--- src/rtl/series_adder_stream_mc.sv ---
// Serial N-operand reducer: accepts a packed operand vector, adds LANES operands per cycle,
// optionally accumulates onto the previous result, and holds the result under backpressure.
module series_adder_stream_mc #(
  parameter int unsigned N     = 8,
  parameter int unsigned W     = 32,
  parameter int unsigned LANES = 1,
  parameter int unsigned RW    = 40
) (
  input  logic            clk,
  input  logic            rst_p,
  input  logic            data_vld,
  output logic            data_rdy,
  input  logic [N*W-1:0]  data_i,
  input  logic            signed_i,
  input  logic            accum_i,
  output logic [RW-1:0]   result_o,
  output logic            result_vld,
  input  logic            result_rdy,
  output logic            ovf_o
);

  localparam int unsigned CntW = $clog2(N);
  localparam logic [CntW-1:0] LastCnt = CntW'(N - LANES);
  localparam logic [CntW-1:0] CntInc  = CntW'(LANES);

  if (N % LANES != 0) begin : g_lanes_chk
    $error("LANES must divide N");
  end
  if (RW < W + $clog2(N)) begin : g_rw_chk
    $error("RW must be at least W + clog2(N)");
  end

  typedef enum logic [1:0] {StIdle, StSum, StHold} state_e;

  state_e           r_state, w_state_next;
  logic [N*W-1:0]   r_data;
  logic             r_signed;
  logic [CntW-1:0]  r_cnt;
  logic [RW-1:0]    r_acc;
  logic [RW-1:0]    r_last;
  logic             r_ovf;

  logic             w_accept;
  logic             w_last_step;
  logic [RW-1:0]    w_sum;
  logic             w_ovf;
  logic [W-1:0]     w_op;
  logic [RW-1:0]    w_ext;
  logic [RW:0]      w_wide;

  assign data_rdy    = (r_state == StIdle) && !rst_p;
  assign result_vld  = (r_state == StHold);
  assign result_o    = r_acc;
  assign ovf_o       = r_ovf;
  assign w_accept    = data_vld && data_rdy;
  assign w_last_step = (r_cnt == LastCnt);

  // Lanes are chained as individual RW-bit adds so overflow is judged on every add.
  always_comb begin
    w_sum  = r_acc;
    w_ovf  = r_ovf;
    w_op   = '0;
    w_ext  = '0;
    w_wide = '0;
    for (int l = 0; l < int'(LANES); l++) begin
      w_op   = r_data[l*W +: W];
      w_ext  = r_signed ? {{(RW-W){w_op[W-1]}}, w_op} : {{(RW-W){1'b0}}, w_op};
      w_wide = {1'b0, w_sum} + {1'b0, w_ext};
      if (r_signed) begin
        w_ovf = w_ovf | ((w_sum[RW-1] == w_ext[RW-1]) && (w_wide[RW-1] != w_sum[RW-1]));
      end else begin
        w_ovf = w_ovf | w_wide[RW];
      end
      w_sum = w_wide[RW-1:0];
    end
  end

  always_comb begin
    w_state_next = r_state;
    unique case (r_state)
      StIdle:  if (w_accept) w_state_next = StSum;
      StSum:   if (w_last_step) w_state_next = StHold;
      StHold:  if (result_rdy) w_state_next = StIdle;
      default: w_state_next = StIdle;
    endcase
  end

  always_ff @(posedge clk or posedge rst_p) begin
    if (rst_p) begin
      r_state <= StIdle;
    end else begin
      r_state <= w_state_next;
    end
  end

  always_ff @(posedge clk or posedge rst_p) begin
    if (rst_p) begin
      r_data   <= '0;
      r_signed <= 1'b0;
      r_cnt    <= '0;
      r_acc    <= '0;
      r_last   <= '0;
      r_ovf    <= 1'b0;
    end else begin
      unique case (r_state)
        StIdle: begin
          if (w_accept) begin
            r_data   <= data_i;
            r_signed <= signed_i;
            r_cnt    <= '0;
            r_acc    <= accum_i ? r_last : '0;
            r_ovf    <= 1'b0;
          end
        end
        StSum: begin
          // Consumed operands are shifted out so lanes always read the low slots.
          r_data <= r_data >> (LANES * W);
          r_cnt  <= r_cnt + CntInc;
          r_acc  <= w_sum;
          r_ovf  <= w_ovf;
        end
        StHold: begin
          if (result_rdy) r_last <= r_acc;
        end
        default: ;
      endcase
    end
  end

endmodule

--- config.mk ---
export PLATFORM = sky130hd
export DESIGN_NAME = series_adder_stream_mc
export DESIGN_NICKNAME = d
export VERILOG_FILES = /design/src/rtl/series_adder_stream_mc.sv
export SDC_FILE = /design/constraint.sdc
export NUM_CORES = 1
export LEC_CHECK = 0
export CORE_MARGIN = 2
export CORE_UTILIZATION = 45
export CTS_CLUSTER_SIZE = 28
export DETAILED_ROUTE_END_ITERATION = 12
export HOLD_SLACK_MARGIN = 0.12
export PLACE_DENSITY = 0.71
export SLEW_MARGIN = 10
export SYNTH_ARGS = -nofsm -noshare
export SYNTH_HDL_FRONTEND = slang
export SYNTH_SLANG_ARGS = --single-unit
--- constraint.sdc ---
create_clock -name clk -period 13.2 [get_ports clk]
set_input_delay 2.64 -clock clk [delete_from_list [all_inputs] [get_ports clk]]
set_output_delay 2.64 -clock clk [all_outputs]
set_load 0.005 [all_outputs]
== After elaboration in Yosys (flattened, before gate mapping) ==
Cells that the tools add are included.
Operators by class
  multipliers: 0
  $add $sub $neg: 2
  reductions and logical operators: 10
  magnitude comparators: 0
  multiplexer cells: 15
  divide/modulo/power cells: 0
  shift-type cells: 0
  bitwise gates (word level): 2
  equal/unequal tests: 8
Operators by type and width (number)
  one-hot mux 256 bit (2 select lines): 1
  two-way mux 256 bit: 1
  two-way mux 40 bit: 3
  one-hot mux 40 bit (2 select lines): 1
  adder 40 x 40 -> 41 bit: 1
  two-way mux 2 bit: 3
  one-hot mux 2 bit (3 select lines): 1
  one-hot mux 3 bit (2 select lines): 1
  AND reduction 2 bit: 3
  != test 2 bit (second input constant): 2
  adder 3 x 1 -> 3 bit (second input constant): 1
  equality test 3 bit (second input constant): 1
  logical AND 1 bit: 3
  two-way mux 3 bit: 1
  AND reduction 3 bit: 1
  equality test 2 x 1 -> 1 bit (second input constant): 1
  equality test 2 bit (second input constant): 1
  logical NOT 2 bit: 1
  two-way mux 1 bit: 2
  != test 2 x 1 -> 1 bit (second input constant): 1
  bitwise OR 1 bit: 2
  one-hot mux 1 bit (2 select lines): 1
  nonzero test 2 bit: 1
  equality test 1 bit: 1
  2 further kinds: 2
Storage, ports and cells
  bits in read-only memories: 0
  memory bits (writable): 0
  bits of input ports: 262
  memories kept: 0
  bits in latches: 0
  register bits: 343
  output and inout bits: 43
  logic and storage cells: 44

== Depth between registers and ports, before layout ==
  word-level depth: 7
  gate-level depth with buffers: 12
  depth with buffers taken out: 12

== Worst setup path before layout ==
Ideal clock, no wire load.
  path kind: input to output
  from: input rst_p
  to: output data_rdy
  path buffers: 0
  arrival: 2.879 ns
  required time: 10.560 ns
  stages on the path: 1
  slack: 7.681 ns
  cell sequence: nor3_1
Between the ends
  word-level cells in the longest chain between the ends: 2
Ends and longest elaborated chain
  start, declared: RTL line 10  | input logic rst_p,
  logical NOT 1 bit (no source line)
  logical AND 1 bit: RTL line 51  | assign data_rdy = (r_state == StIdle) && !rst_p;
  end, declared: RTL line 12  | output logic data_rdy,
No other way between the ends.

== Worst setup path in the final report ==
Ends and elaborated chain as after synthesis.

==> flow_metrics.py <==
metrics = {
    "outcome": {
        "status": "finished clean",
    },
    "die": {
        "io_pins": 305,
        "start_util_pct": 45.42,
        "die_h_microns": 193.0,
        "die_area_sq_um": 37260,
        "rows": 69,
        "core_area_sq_um": 35400,
        "die_x_microns": 193.0,
    },
    "power": {
        "p_clk_share_pct": 18.2,
        "intPower_mw": 3.419,
        "pwr-share-comb_pct": 48.4,
        "fin_total_pwr_mw": 5.769,
        "pwr-share-seq_pct": 33.4,
        "power.switching_mw": 2.350,
        "switching_share_pct": 40.74,
        "power.density_nw_per_um2": 279.4,
        "ir_worst_vdd_v": 0.0001849,
        "p_leak_nw": 8.788,
    },
    "timing": {
        "drv_slew": 0,
        "relSlewSlack_pct": 32.30,
        "tightest_slew_ns": 1.016,
        "post-route-period-util_pct": 51.88,
        "setup_violations": 0,
        "setup_tns_ns": 0,
        "final_hold_viol_count": 0,
        "period_needed_ns": 6.848,
        "max_clock_freq_mhz": 146.0,
        "rsz0062_at_grt": "no",
        "timing.hold.ws_ns": 0.4912,
        "finalClockSkew_ns": 0.01078,
    },
    "yosys": {
        "synth_area_per_cell_sq_um": 9.182,
        "synth-edff-count": 0,
        "synth_nets": 2056,
        "yosys_warnings": 0,
        "synth_ff_type": "dfrtp_1",
        "synth.distinct_cells": 61,
        "synth_cells": 1751,
        "synthTopCellsByCount": "488 x nor2_1, 343 x dfrtp_1, 225 x o22ai_1",
        "synth_area_leaders": "dfrtp_1 53%, nor2_1 11%, o22ai_1 8.8%, ha_1 3.3%, nand2_1 3.2%",
        "ys_seq_elements": 343,
        "syn_area_sq_um": 16080,
        "yosysMostFrequentCell": "nor2_1",
        "synthArstFlopShare_pct": 100.0,
        "ys_seq_area_share_pct": 53.39,
        "yosys.area.top_type": "dfrtp_1",
        "yosys.area.top_type_share_pct": 53.39,
    },
    "clock_network": {
        "root_buffer": "clkbuf_16",
        "cts_resized": 0,
        "clkTransAtPathRegs_ns": 0.06,
        "clockBufferDepth": 3,
        "cts_buffers": 38,
        "hold_buffers": 0,
        "cts.sinks": 343,
        "clk_latency_ns": 0.51,
        "postCtsSetupRepairBufs": 0,
        "cts_tree": "done",
        "h-tree-depth": 2,
    },
    "worst_hold_path": {
        "min_path_type": "reg -> reg",
    },
    "detailed_routing": {
        "first_pass_iters": 5,
        "routedWlPerCell_microns": 18.22,
        "routed_wl_mm": 45.10,
        "num_vias": 13800,
        "avgViaCountPerCell": 5.575,
        "drtIter0Drc": 974,
        "drc": 0,
        "ant_nets": 0,
    },
    "run": {
        "cap_violations": 0,
    },
    "setup_path": {
        "endpoint_kind": "primary output",
        "critical_path_required_ns": 10.56,
        "crit_arrival_ns": 4.21,
        "setup.worst_path.start_class": "input pin",
        "crit_type": "in -> out",
        "path_max_fanout": 3,
    },
    "grt": {
        "grtUsageTotal_pct": 24.15,
        "antenna_found_initial": 5,
        "grt_pass1_wl_mm": 71.82,
        "grt_max_degree": 192,
        "grt_pass1_vias": 13380,
        "overflow": 0,
    },
    "placement": {
        "port-buffer-count": 304,
        "dp_hpwl_mm": 29.86,
        "routabilityCongestion": 0.8748,
    },
    "layout": {
        "drive_gt1_share_pct": 6.272,
        "fin_util_pct": 58.32,
        "nNetsFinal": 2290,
        "area_growth_pct": 28.40,
    },
}
==> final cells by class <==
| type | instances | area [sq um] |
|---|---|---|
| Sequential cell | 343 | 8583 |
| Inverter | 11 | 48.80 |
| Clock inverter | 5 | 78.83 |
| Multi-Input combinational cell | 1274 | 7018 |
| Timing Repair Buffer | 317 | 3166 |
| Fill cell | 3148 | 14750 |
| Tap cell | 461 | 576.8 |
| Antenna cell | 5 | 12.51 |
| Clock buffer | 59 | 1161 |
==> critical path, stage by stage <==
cell	delay [ns]
clkdlybuf4s50_1	0.51
nor3_1	0.46
clkdlybuf4s50_1	0.60
==> flip-flops by register name, indices dropped and copies added, names as in the netlist <==
signal	flops
r_last	40
result_o	40
r_cnt	3
r_data	256
ovf_o	1
r_signed	1
r_state	2
==> cell usage in the layout (no fill, tap or decap), drive strengths merged, types with 27 or more instances in the layout <==
| cell | count |
|---|---|
| mux2 | 39 |
| dfrtp | 343 |
| nor2 | 488 |
| o22ai | 225 |
| clkbuf | 59 |
| nand2 | 137 |
| o21ai | 30 |
| nand3 | 70 |
| a21oi | 50 |
| clkdlybuf4s50 | 304 |
| a31oi | 27 |
| ha | 42 |
==> power groups by stage <==
stage	Sequential, mW	Combinational, mW	Clock [mW]
2_1_floorplan	1.82	2.09	0
3_3_place_gp	1.91	2.70	0
3_5_place_dp	1.94	2.77	0
4_1_cts	1.92	2.79	1.07
5_1_grt	1.99	3.13	1.12
6_report	1.93	2.79	1.05
==> worst paths after layout <==
check	slack, ns	cells past startpoint	start	end
hold reg to reg	0.49	2	r_data[192]	r_data[192]
min in group asynchronous	2.66	2	rst_p	r_data[32]
max in group asynchronous	8.16	4	rst_p	r_data[107]
hold / removal	0.49	2	r_data[192]	r_data[192]
setup reg to reg	9.76	7	r_state[0]	result_o[26]
setup / recovery	6.35	3	rst_p	data_rdy
==> routing by layer <==
metal	share of wire (%)	GRT usage [%]
met2	47	38.54
met5	0	0
met3	6.9	5.538
met4	2.3	6.556
met1	43	33.28
==> logic make-up (layout without fill, tap and decap cells) <==
| logic type | count (synthesis) | in the layout | synth area share (%) |
|---|---|---|---|
| and+or+nand+nor | 747 | 747 | 18.80 |
| AOI/OAI and AO/OA | 414 | 414 | 16.86 |
| DFF | 343 | 343 | 53.39 |
| buffers and inverters | 134 | 392 | 3.128 |
| adders and majority gates | 43 | 43 | 3.393 |
| muxes | 40 | 40 | 2.794 |
| xor gates and xnor gates | 30 | 30 | 1.634 |
| other | 0 | 5 | 0 |
==> through the flow <==
stage | setup WS [ns] | std cells | instance area (sq um)
3_3_place_gp | 6.395 | 2406 | 19390
4_1_cts | 6.356 | 2470 | 20630
2_1_floorplan | 1.052 | 1751 | 16080
5_1_grt | 6.283 | 2474 | 20640
6_report | 6.352 | 2475 | 20640
3_5_place_dp | 6.367 | 2406 | 19390
No activity file was read; power rests on OpenSTA's default activity.
